[src/rtl/sleepy_pkg.sv]
// Shared constants and types for the sleepy audio path.
package sleepy_pkg;
    localparam int SLEEPY_DATA_W     = 8;
    localparam int SLEEPY_FIFO_DEPTH = 4;

    typedef logic [SLEEPY_DATA_W-1:0] sample_t;
endpackage

[src/rtl/sleepy_sample_fifo.sv]
// Synchronous sample FIFO with a registered head; dout is valid whenever !empty.
module sleepy_sample_fifo
    import sleepy_pkg::*;
#(
    parameter int W     = SLEEPY_DATA_W,
    parameter int DEPTH = SLEEPY_FIFO_DEPTH
) (
    input  logic                     clk,
    input  logic                     rst,
    input  logic                     push,
    input  logic [W-1:0]             din,
    input  logic                     pop,
    output logic [W-1:0]             dout,
    output logic [$clog2(DEPTH):0]   level,
    output logic                     full,
    output logic                     empty
);
    localparam int            AW      = $clog2(DEPTH);
    localparam logic [AW:0]   DEPTH_L = (AW + 1)'(DEPTH);
    localparam logic [AW:0]   ONE_L   = (AW + 1)'(1);

    logic [W-1:0]  mem_q [DEPTH];
    logic [AW-1:0] wr_ptr_q, wr_ptr_d;
    logic [AW-1:0] rd_ptr_q, rd_ptr_d;
    logic [AW:0]   level_q, level_d;
    logic [W-1:0]  head_q, head_d;
    logic          do_push, do_pop;

    assign full    = (level_q == DEPTH_L);
    assign empty   = (level_q == '0);
    assign do_push = push & ~full;
    assign do_pop  = pop & ~empty;
    assign dout    = head_q;
    assign level   = level_q;

    always_comb begin
        // NOTE: every _d gets a default first so no path can leave it unassigned (no latches).
        wr_ptr_d = wr_ptr_q;
        rd_ptr_d = rd_ptr_q;
        level_d  = level_q;
        head_d   = head_q;

        if (do_push) wr_ptr_d = wr_ptr_q + 1'b1;
        if (do_pop)  rd_ptr_d = rd_ptr_q + 1'b1;

        case ({do_push, do_pop})
            2'b10:   level_d = level_q + 1'b1;
            2'b01:   level_d = level_q - 1'b1;
            default: level_d = level_q;
        endcase

        // Head tracks the oldest entry as it will be after this edge.
        if (do_pop) begin
            if (level_q > ONE_L) head_d = mem_q[rd_ptr_q + 1'b1];
            else if (do_push)    head_d = din;
        end else if (empty && do_push) begin
            head_d = din;
        end
    end

    // NOTE: the storage array is never reset; pointers and level alone define what is valid.
    always_ff @(posedge clk) begin
        if (do_push) mem_q[wr_ptr_q] <= din;
    end

    // NOTE: clocked state uses non-blocking assignments so every flop samples pre-edge values.
    always_ff @(posedge clk) begin
        if (rst) begin
            wr_ptr_q <= '0;
            rd_ptr_q <= '0;
            level_q  <= '0;
            head_q   <= '0;
        end else begin
            wr_ptr_q <= wr_ptr_d;
            rd_ptr_q <= rd_ptr_d;
            level_q  <= level_d;
            head_q   <= head_d;
        end
    end
endmodule

[src/rtl/sleepy_pwm_out.sv]
// PWM audio output stage: sample FIFO feeding a free-running carrier that loads one
// duty value per period and flags underruns.
module sleepy_pwm_out
    import sleepy_pkg::*;
#(
    parameter int DATA_W     = SLEEPY_DATA_W,
    parameter int FIFO_DEPTH = SLEEPY_FIFO_DEPTH
) (
    input  logic                          clk,
    input  logic                          rst,
    input  logic                          ena,
    input  logic [DATA_W-1:0]             s_data,
    input  logic                          s_valid,
    output logic                          s_ready,
    input  logic                          clr_underrun,
    output logic                          pwm_out,
    output logic                          frame_tick,
    output logic                          underrun,
    output logic [$clog2(FIFO_DEPTH):0]   level
);
    logic [DATA_W-1:0] cnt_q, cnt_d;
    logic [DATA_W-1:0] duty_q, duty_d;
    logic [DATA_W-1:0] fifo_head;
    logic              pwm_q, pwm_d;
    logic              tick_q, tick_d;
    logic              underrun_q, underrun_d;
    logic              fifo_full, fifo_empty;
    logic              push, load, pop;

    assign s_ready = ~fifo_full;
    assign push    = s_valid & s_ready;
    assign load    = ena & (cnt_q == '1);
    // Empty is sampled from registered state, so a same-cycle push never feeds a load.
    assign pop     = load & ~fifo_empty;

    sleepy_sample_fifo #(
        .W     (DATA_W),
        .DEPTH (FIFO_DEPTH)
    ) u_fifo (
        .clk   (clk),
        .rst   (rst),
        .push  (push),
        .din   (s_data),
        .pop   (pop),
        .dout  (fifo_head),
        .level (level),
        .full  (fifo_full),
        .empty (fifo_empty)
    );

    always_comb begin
        cnt_d      = ena ? cnt_q + 1'b1 : cnt_q;
        duty_d     = pop ? fifo_head : duty_q;
        pwm_d      = ena & (cnt_q < duty_q);
        tick_d     = load;
        underrun_d = underrun_q;
        if (clr_underrun)       underrun_d = 1'b0;
        if (load && fifo_empty) underrun_d = 1'b1;
    end

    always_ff @(posedge clk) begin
        if (rst) begin
            cnt_q      <= '0;
            duty_q     <= '0;
            pwm_q      <= 1'b0;
            tick_q     <= 1'b0;
            underrun_q <= 1'b0;
        end else begin
            cnt_q      <= cnt_d;
            duty_q     <= duty_d;
            pwm_q      <= pwm_d;
            tick_q     <= tick_d;
            underrun_q <= underrun_d;
        end
    end

    assign pwm_out    = pwm_q;
    assign frame_tick = tick_q;
    assign underrun   = underrun_q;
endmodule

[config.mk]
export PLATFORM = sky130hd
export DESIGN_NAME = sleepy_pwm_out
export DESIGN_NICKNAME = d
export VERILOG_FILES = /design/src/rtl/sleepy_pkg.sv /design/src/rtl/sleepy_sample_fifo.sv /design/src/rtl/sleepy_pwm_out.sv
export SDC_FILE = /design/constraint.sdc
export NUM_CORES = 1
export LEC_CHECK = 0
export CAP_MARGIN = 40
export CORE_MARGIN = 2
export CORE_UTILIZATION = 61
export CTS_CLUSTER_SIZE = 10
export DETAILED_ROUTE_END_ITERATION = 8
export PLACE_DENSITY = 0.82
export SLEW_MARGIN = 40
export SYNTH_ARGS = -nofsm -noshare
export SYNTH_HDL_FRONTEND = slang
export SYNTH_SLANG_ARGS = --single-unit
[constraint.sdc]
create_clock -name clk -period 6.1 [get_ports clk]
set_input_delay 1.22 -clock clk [delete_from_list [all_inputs] [get_ports clk]]
set_output_delay 1.22 -clock clk [all_outputs]
set_load 0.05 [all_outputs]
# ---- Word-level counts from Yosys, hierarchy flattened
# Memories as Yosys holds them, arrays and structs flattened.
# Index checks and enable logic that the tools add are counted.
dict set report classes {
  addsub 5
  magnitude_cmp 2
  eq_ne 5
  n_mux 9
  n_bitwise 8
  reduce_logical 7
}
# op n
set op_table {}
lappend op_table {{8-bit 2-to-1 mux} 4}
lappend op_table {{8-bit by 1-bit adder with 8-bit output, second input constant} 1}
lappend op_table {{8-bit equality test, second input constant} 1}
lappend op_table {{8-bit less-than comparator} 1}
lappend op_table {{1-bit bitwise AND} 6}
lappend op_table {{3-bit one-hot mux with 2 select lines} 1}
lappend op_table {{2-bit nonzero test} 3}
lappend op_table {{2-bit by 1-bit adder with 2-bit output, second input constant} 2}
lappend op_table {{1-bit 2-to-1 mux} 4}
lappend op_table {{3-bit by 1-bit adder with 3-bit output, second input constant} 1}
lappend op_table {{3-bit equality test, second input constant} 1}
lappend op_table {{3-bit by 1-bit > comparator with 1-bit output, second input constant} 1}
lappend op_table {{3-bit logical NOT} 1}
lappend op_table {{3-bit by 2-bit inequality test with 1-bit output, second input constant} 1}
lappend op_table {{3-bit by 1-bit subtractor with 3-bit output, second input constant} 1}
lappend op_table {{2-bit by 1-bit equality test with 1-bit output, second input constant} 1}
lappend op_table {{2-bit equality test, second input constant} 1}
lappend op_table {{1-bit logical AND} 2}
lappend op_table {{1-bit inverter} 2}
lappend op_table {{2-bit AND reduction} 1}
dict set report word_totals {
  ff_bits 34
  ram_bits 32
  elab_cells 46
  mem_count 1
}
# name words width read_ports rd_ports_with_merged_regs write_ports line
set mem_list {}
lappend mem_list {u_fifo.mem_q 4 8 1 0 1 sleepy_sample_fifo.sv:22} ;# logic [W-1:0] mem_q [DEPTH];

# ---- Logic depth before layout (Yosys ltp)
# Gate-level depths: netlist of run 1.
dict set report depth {
  depth_word 7
  depth_mapped 9
  mapped_depth_nobuf 9
}

# ---- Hierarchy
# A second synthesis of run 1 with hierarchy kept.
dict set report hier_totals {
  cells_unflattened 229
  area_unflattened_um2 2962.8
}
# mod n_inst cells_per_inst area_per_inst_um2 seq_area_each_um2
set by_module_without_submodules {}
lappend by_module_without_submodules {sleepy_sample_fifo 1 133 2053.2 1261.2}
lappend by_module_without_submodules {sleepy_pwm_out 1 96 909.6 380.4}

# ---- Least setup slack after synthesis of run 1
# No wires, ideal clock.
dict set report synth_path {
  path_kind {register -> output}
  from {register u_fifo.level_q[0], in the netlist u_fifo.level[0]}
  to {output port s_ready}
  t_arrival_ps 1509
  required_ps 4880
  path_slack_ps 3371
  stages_incl_launch_ff 4
  cell_sequence {dfxtp_1 > inv_1 > ha_1 > nand2_1}
}
dict set report synth_via {
  elab_chain_len 2
}
# item line
set synth_rtl {}
lappend synth_rtl {{start, declared} sleepy_sample_fifo.sv:25} ;# logic [AW:0] level_q, level_d;
lappend synth_rtl {{start signal, assigned} sleepy_sample_fifo.sv:76} ;# level_q <= level_d;
lappend synth_rtl {{3-bit equality test} sleepy_sample_fifo.sv:29} ;# assign full = (level_q == DEPTH_L);
lappend synth_rtl {{1-bit inverter} sleepy_pwm_out.sv:30} ;# assign s_ready = ~fifo_full;
lappend synth_rtl {{end, declared} sleepy_pwm_out.sv:14} ;# output logic s_ready,
# Every way passes these cells.

# ---- Worst setup path in the final report of run 1
# Same ends and word-level chain as after synthesis.

==> results of run 1 <==
flip-flops by register name (all words and copies together), names as in the netlist:
register,flops
frame_tick,1
pwm_out,1
u_fifo.dout,8
u_fifo.wr_ptr_q,2
u_fifo.mem_q,32
cnt_q,8
underrun,1
u_fifo.level,3
u_fifo.rd_ptr_q,2
duty_q,8
per-stage QoR:
stage / instances / hold slack [ps] / setup slack, ps
detailed placement: 307 / 486 / 2870
CTS: 323 / 505 / 2750
global placement: 307 / 474 / 2950
global route: 323 / 530 / 2620
floorplan: 228 / 460 / 3370
finish: 323 / 500 / 2770
area by class of cell:
type | instances | share of cell area [%]
flip-flops and latches | 66 | 48.3
multi-input cells | 139 | 35.0
repair buffers | 21 | 6.04
clock buffers | 9 | 3.64
clock inverters | 7 | 3.02
well taps | 67 | 2.47
inverters | 14 | 1.55
routing by layer:
metal  GRT usage (%)  part of all wire, %
met2            31.7                   49
met4            6.67                 0.89
met3            8.64                  4.5
met5               0                    0
met1            26.3                   45
worst paths after layout:
| check | slack (ps) | from | cells past startpoint | end |
|---|---|---|---|---|
| setup / recovery | 2770 | u_fifo.level[0] | 4 | s_ready |
| setup reg to reg | 3930 | u_fifo.level[0] | 8 | u_fifo.level[2] |
| hold reg to reg | 500 | u_fifo.dout[1] | 2 | u_fifo.dout[1] |
| hold / removal | 500 | u_fifo.dout[1] | 2 | u_fifo.dout[1] |
where the power goes:
| part | total (mW) | switching, mW | internal [mW] |
|---|---|---|---|
| clock network | 0.406 | 0.172 | 0.234 |
| registers | 0.500 | 0.0128 | 0.487 |
| logic | 0.0846 | 0.0482 | 0.0365 |
| total | 0.990 | 0.233 | 0.758 |
synthesized netlist by cell type, types with 3 or more instances:
library cell / count
a211oi_1: 10
mux4_2: 7
a21oi_1: 6
o21ai_0: 3
nor2_1: 33
nand4_1: 3
xnor2_1: 3
nand2_1: 5
inv_1: 14
edfxtp_1: 32
xor2_1: 8
mux2i_1: 18
dfxtp_1: 34
and3_1: 4
ha_1: 17
critical path, stage by stage, from the launching register on:
cell             delay, ps
dfxtp_1                440
inv_1                   90
ha_1                   250
nand2_1                160
clkdlybuf4s50_1        820
cell families (layout without fill, tap and decap cells):
group | Yosys count | count (layout) | synth area share, %
fa+ha+maj | 17 | 17 | 7.16
mux | 26 | 26 | 12.3
flops | 66 | 66 | 55.3
compound gates | 24 | 24 | 6.15
buf+inv | 23 | 51 | 4.68
simple gates | 61 | 61 | 11.2
xor+xnor | 11 | 11 | 3.24
==> run_results.csv, run 1 <==
group,metric,value,unit
status,run_status,"finished clean",
detailed_routing,wirelength,4.81,mm
clocking,clockBufferDepth,2,
clocking,cts.clk_slew.worst_paths,80,ps
setup_path,cp_data_arrival_time,2110,ps
cells_and_area,area_growth,14.4,%
synth,yosys_warnings,0,
cells_and_area,register_area,0.00164,mm²
detailed_routing,drt-pass1-iter-count,4,
synth,async_flop_share,0,%
detailed_routing,vias,1719,
cells_and_area,fin_area,0.00340,mm²
detailed_routing,drtIter0Drc,83,
floorplanning,core-area,0.00472,mm²
detailed_routing,ant_nets,0,
cells_and_area,nFillCells,320,
global_route,grt_max_degree,35,
clocking,cts_made_buffers,9,
synth,yosysTopAreaCellShare,32.4,%
cells_and_area,layout_commonest_cell,"dfxtp_1",
sta,hold_viol,0,
setup_path,cp-end-kind,"output pin",
clocking,clk-insertion-delay-late,340,ps
detailed_routing,drc,0,
clocking,h-tree-depth,3,
place,gp_congestion,0.826,
sta,fin_tns_setup,0,ps
synth,ys_seq_area_share,55.3,%
floorplanning,num_rows,25,
clocking,cts_setup_buffers,0,
synth,synth_fp_nets,258,
floorplanning,start_util,62.9,%
sta,fmax,300,MHz
power_and_ir_drop,power_density,291,mW/mm²
place,portBuffers,19,
synth,synth.largest_area_cell,"edfxtp_1",
cells_and_area,layout_common_cells,"dfxtp_1, nor2_1, edfxtp_1",
synth,syn_area,0.00297,mm²
sta,tightest_slew,625,ps
synth,post_synth_num_cell_types,40,
setup_path,path_class,"reg2out",
floorplanning,die_x,73.8,µm
place,dpl_cell_area,0.00317,mm²
sta,slew_headroom,58.3,%
min_path,min_path_type,"reg2reg",
place,dp_hpwl,3.37,mm
power_and_ir_drop,peakVddDrop,0.207,mV
global_route,grt_pass1_vias,1672,
floorplanning,pin_count,20,
setup_path,crit_path_start_kind,"flop",
global_route,grt_pass1_wl,8.00,mm
clocking,cts.repair.resized,0,
sta,finClkSkew,11.5,ps
global_route,grt_overflow,0,
global_route,antenna_found_initial,0,
sta,rsz0062_at_grt,"false",
setup_path,crit_required,4880,ps
cells_and_area,layout-drive-gt1-share,14.1,%
flow_run,maxCapViolCount,0,
cells_and_area,multi_input_area,0.00119,mm²
floorplanning,dieArea,0.00544,mm²
detailed_routing,avgViaCountPerCell,5.32,
cells_and_area,final_nets,281,
synth,synthesis.area_per_instance,13.0,µm²
synth,synthCells,228,
cells_and_area,final_core_util,72.0,%
global_route,gr-usage-all-layers,20.6,%
sta,report.final.slew_viol_count,0,
clocking,cts.sinks,66,
sta,min_period,3330,ps
synth,synth_edf_count,32,
floorplanning,die_y,73.8,µm
cells_and_area,n_antenna_cell,0,
clocking,cts_hold_buf,0,
clocking,cts_tree,"yes",
sta,fin_crit_sh,54.6,%
setup_path,worstPathMaxFanout,6,
power_and_ir_drop,p_leak,1.28,nW
synth,synth_ff_type,"dfxtp_1",
synth,synthTopCellsByArea,"edfxtp_1, dfxtp_1, ha_1",
detailed_routing,wl_per_cell,14.9,µm
power_and_ir_drop,power,0.990,mW
sta,setup_violations,0,
synth,synth-seq-cells,66,
clocking,root_buffer,"clkbuf_8",
Power figures use the tool's default switching activity.
==> run 2: changes to the inputs <==
--- a/config.mk
+++ b/config.mk
@@ -7,10 +7,10 @@
 export LEC_CHECK = 0
 export CAP_MARGIN = 40
 export CORE_MARGIN = 2
-export CORE_UTILIZATION = 61
+export CORE_UTILIZATION = 58
 export CTS_CLUSTER_SIZE = 10
 export DETAILED_ROUTE_END_ITERATION = 8
-export PLACE_DENSITY = 0.82
+export PLACE_DENSITY = 0.79
 export SLEW_MARGIN = 40
 export SYNTH_ARGS = -nofsm -noshare
 export SYNTH_HDL_FRONTEND = slang
==> constraint.sdc (replaced) <==
create_clock -name clk -period 3.1 [get_ports clk]
set_input_delay 0.62 -clock clk [delete_from_list [all_inputs] [get_ports clk]]
set_output_delay 0.62 -clock clk [all_outputs]
set_load 0.05 [all_outputs]
==> run_results.csv, run 2 (same netlist as run 1, synthesis figures left out) <==
group,metric,value,unit
status,run_status,"finished clean",
flow_run,maxCapViolCount,0,
setup_path,slowest_delay,820,ps
floorplanning,core-area,0.00501,mm²
detailed_routing,drtIter0Drc,89,
clocking,clk-insertion-delay-late,330,ps
clocking,cts_hold_buf,0,
clocking,cts.sinks,66,
detailed_routing,drt-pass1-iter-count,4,
place,dpl_cell_area,0.00318,mm²
sta,fmax,365,MHz
floorplanning,pin_count,20,
sta,report.final.slew_viol_count,0,
setup_path,cp_top_family,"buffers and inverters",
floorplanning,die_y,75.6,µm
cells_and_area,area_growth,15.0,%
cells_and_area,fin_area,0.00342,mm²
sta,hold_viol,0,
setup_path,worstPathMaxFanout,6,
clocking,root_buffer,"clkbuf_8",
setup_path,cp-end-kind,"output pin",
floorplanning,dieArea,0.00571,mm²
setup_path,path_class,"reg2out",
global_route,grt_max_degree,35,
setup_path,crit_buf_inv,2,
global_route,grt_pass1_wl,7.86,mm
setup_path,crit_required,2480,ps
detailed_routing,vias,1737,
detailed_routing,ant_nets,0,
cells_and_area,regMostFlops,"u_fifo.mem_q",
floorplanning,die_x,75.6,µm
detailed_routing,drc,0,
cells_and_area,layout_commonest_cell,"dfxtp_1",
clocking,cts_setup_buffers,0,
cells_and_area,final_nets,281,
global_route,antenna_found_initial,0,
sta,finClkSkew,11.2,ps
clocking,cts.repair.resized,0,
clocking,clockBufferDepth,2,
global_route,gr-usage-all-layers,19.0,%
place,portBuffers,19,
power_and_ir_drop,peakVddDrop,0.501,mV
sta,rsz0062_at_grt,"false",
place,gp_congestion,0.756,
clocking,cts_tree,"yes",
cells_and_area,layout-drive-gt1-share,13.7,%
cells_and_area,n_antenna_cell,0,
place,dp_hpwl,3.26,mm
detailed_routing,wl_per_cell,14.1,µm
setup_path,crit_path_start_kind,"flop",
setup_path,cp_data_arrival_time,2120,ps
setup_path,cpMaxStageDelayCell,"clkdlybuf4s50_1",
setup_path,crit_chain,"inv_1, ha_1, nand2_1, clkdlybuf4s50_1",
cells_and_area,layout_common_cells,"dfxtp_1, nor2_1, edfxtp_1",
floorplanning,num_rows,26,
clocking,cts.clk_slew.worst_paths,70,ps
sta,slew_headroom,62.5,%
power_and_ir_drop,power_density,586,mW/mm²
cells_and_area,largest_reg_flops,32,
sta,setup_violations,0,
sta,fin_tns_setup,0,ps
sta,fin_crit_sh,88.4,%
sta,min_period,2740,ps
clocking,cts_made_buffers,9,
global_route,grt_overflow,0,
sta,tightest_slew,562,ps
min_path,min_path_type,"reg2reg",
detailed_routing,wirelength,4.61,mm
global_route,grt_pass1_vias,1740,
power_and_ir_drop,p_leak,1.29,nW
detailed_routing,avgViaCountPerCell,5.33,
clocking,h-tree-depth,3,
floorplanning,start_util,59.3,%
==> run 2: area by class of cell <==
cell class                      instances  area [µm²]
Multi-Input combinational cell        139        1190
Clock buffer                            9         124
Timing Repair Buffer                   21         205
Clock inverter                          7         116
Fill cell                             403        1590
Inverter                               14        52.6
Tap cell                               70        87.6
Sequential cell                        66        1640
==> run 2: report_power, final <==
group,internal [mW],total [mW],leakage (nW),switching [mW]
logic,0.0717,0.166,0.595,0.0939
registers,0.959,0.982,0.571,0.0231
clock network,0.534,0.854,0.121,0.320
total,1.56,2.00,1.29,0.437
==> run 2: stage by stage <==
step	total power, mW	utilization, %	hold slack (ps)	instances	setup slack, ps
after global routing	2.08	68.2	528	326	230
after global placement	1.16	63.4	471	310	551
after detailed placement	1.17	63.4	490	310	494
final	2.00	68.2	498	326	359
after CTS	2.02	68.2	502	326	335
after floorplan	1.12	-	460	228	393
==> run 2: worst min-delay path: stages (launching register included) <==
cell      delay (ps)
dfxtp_1          310
nor2_1            90
a211oi_1          50
==> run 2: layer usage <==
layer  vias to the layer above  GRT usage [%]  wire (µm)
met5                         -              0          0
met4                         0           8.19         46
met3                         5           5.16        114
met2                        23           30.4       2260
met1                       842           24.6       2190
li1                        867              -          -
==> run 2: final timing paths <==
kind	startpoint	cells past startpoint	endpoint	slack, ps
max	u_fifo.level[0]	4	s_ready	360
min	u_fifo.dout[0]	2	u_fifo.dout[0]	500
max reg2reg	u_fifo.level[0]	8	u_fifo.level[2]	900
min reg2reg	u_fifo.dout[0]	2	u_fifo.dout[0]	500
==> run 3: changes to the inputs <==
--- a/config.mk
+++ b/config.mk
@@ -11,7 +11,7 @@
 export CTS_CLUSTER_SIZE = 10
 export DETAILED_ROUTE_END_ITERATION = 8
 export PLACE_DENSITY = 0.79
-export SLEW_MARGIN = 40
+export SLEW_MARGIN = 10
 export SYNTH_ARGS = -nofsm -noshare
 export SYNTH_HDL_FRONTEND = slang
 export SYNTH_SLANG_ARGS = --single-unit
==> results of run 3 <==
Final layout, timing and power as in run 2 (identical DEF).
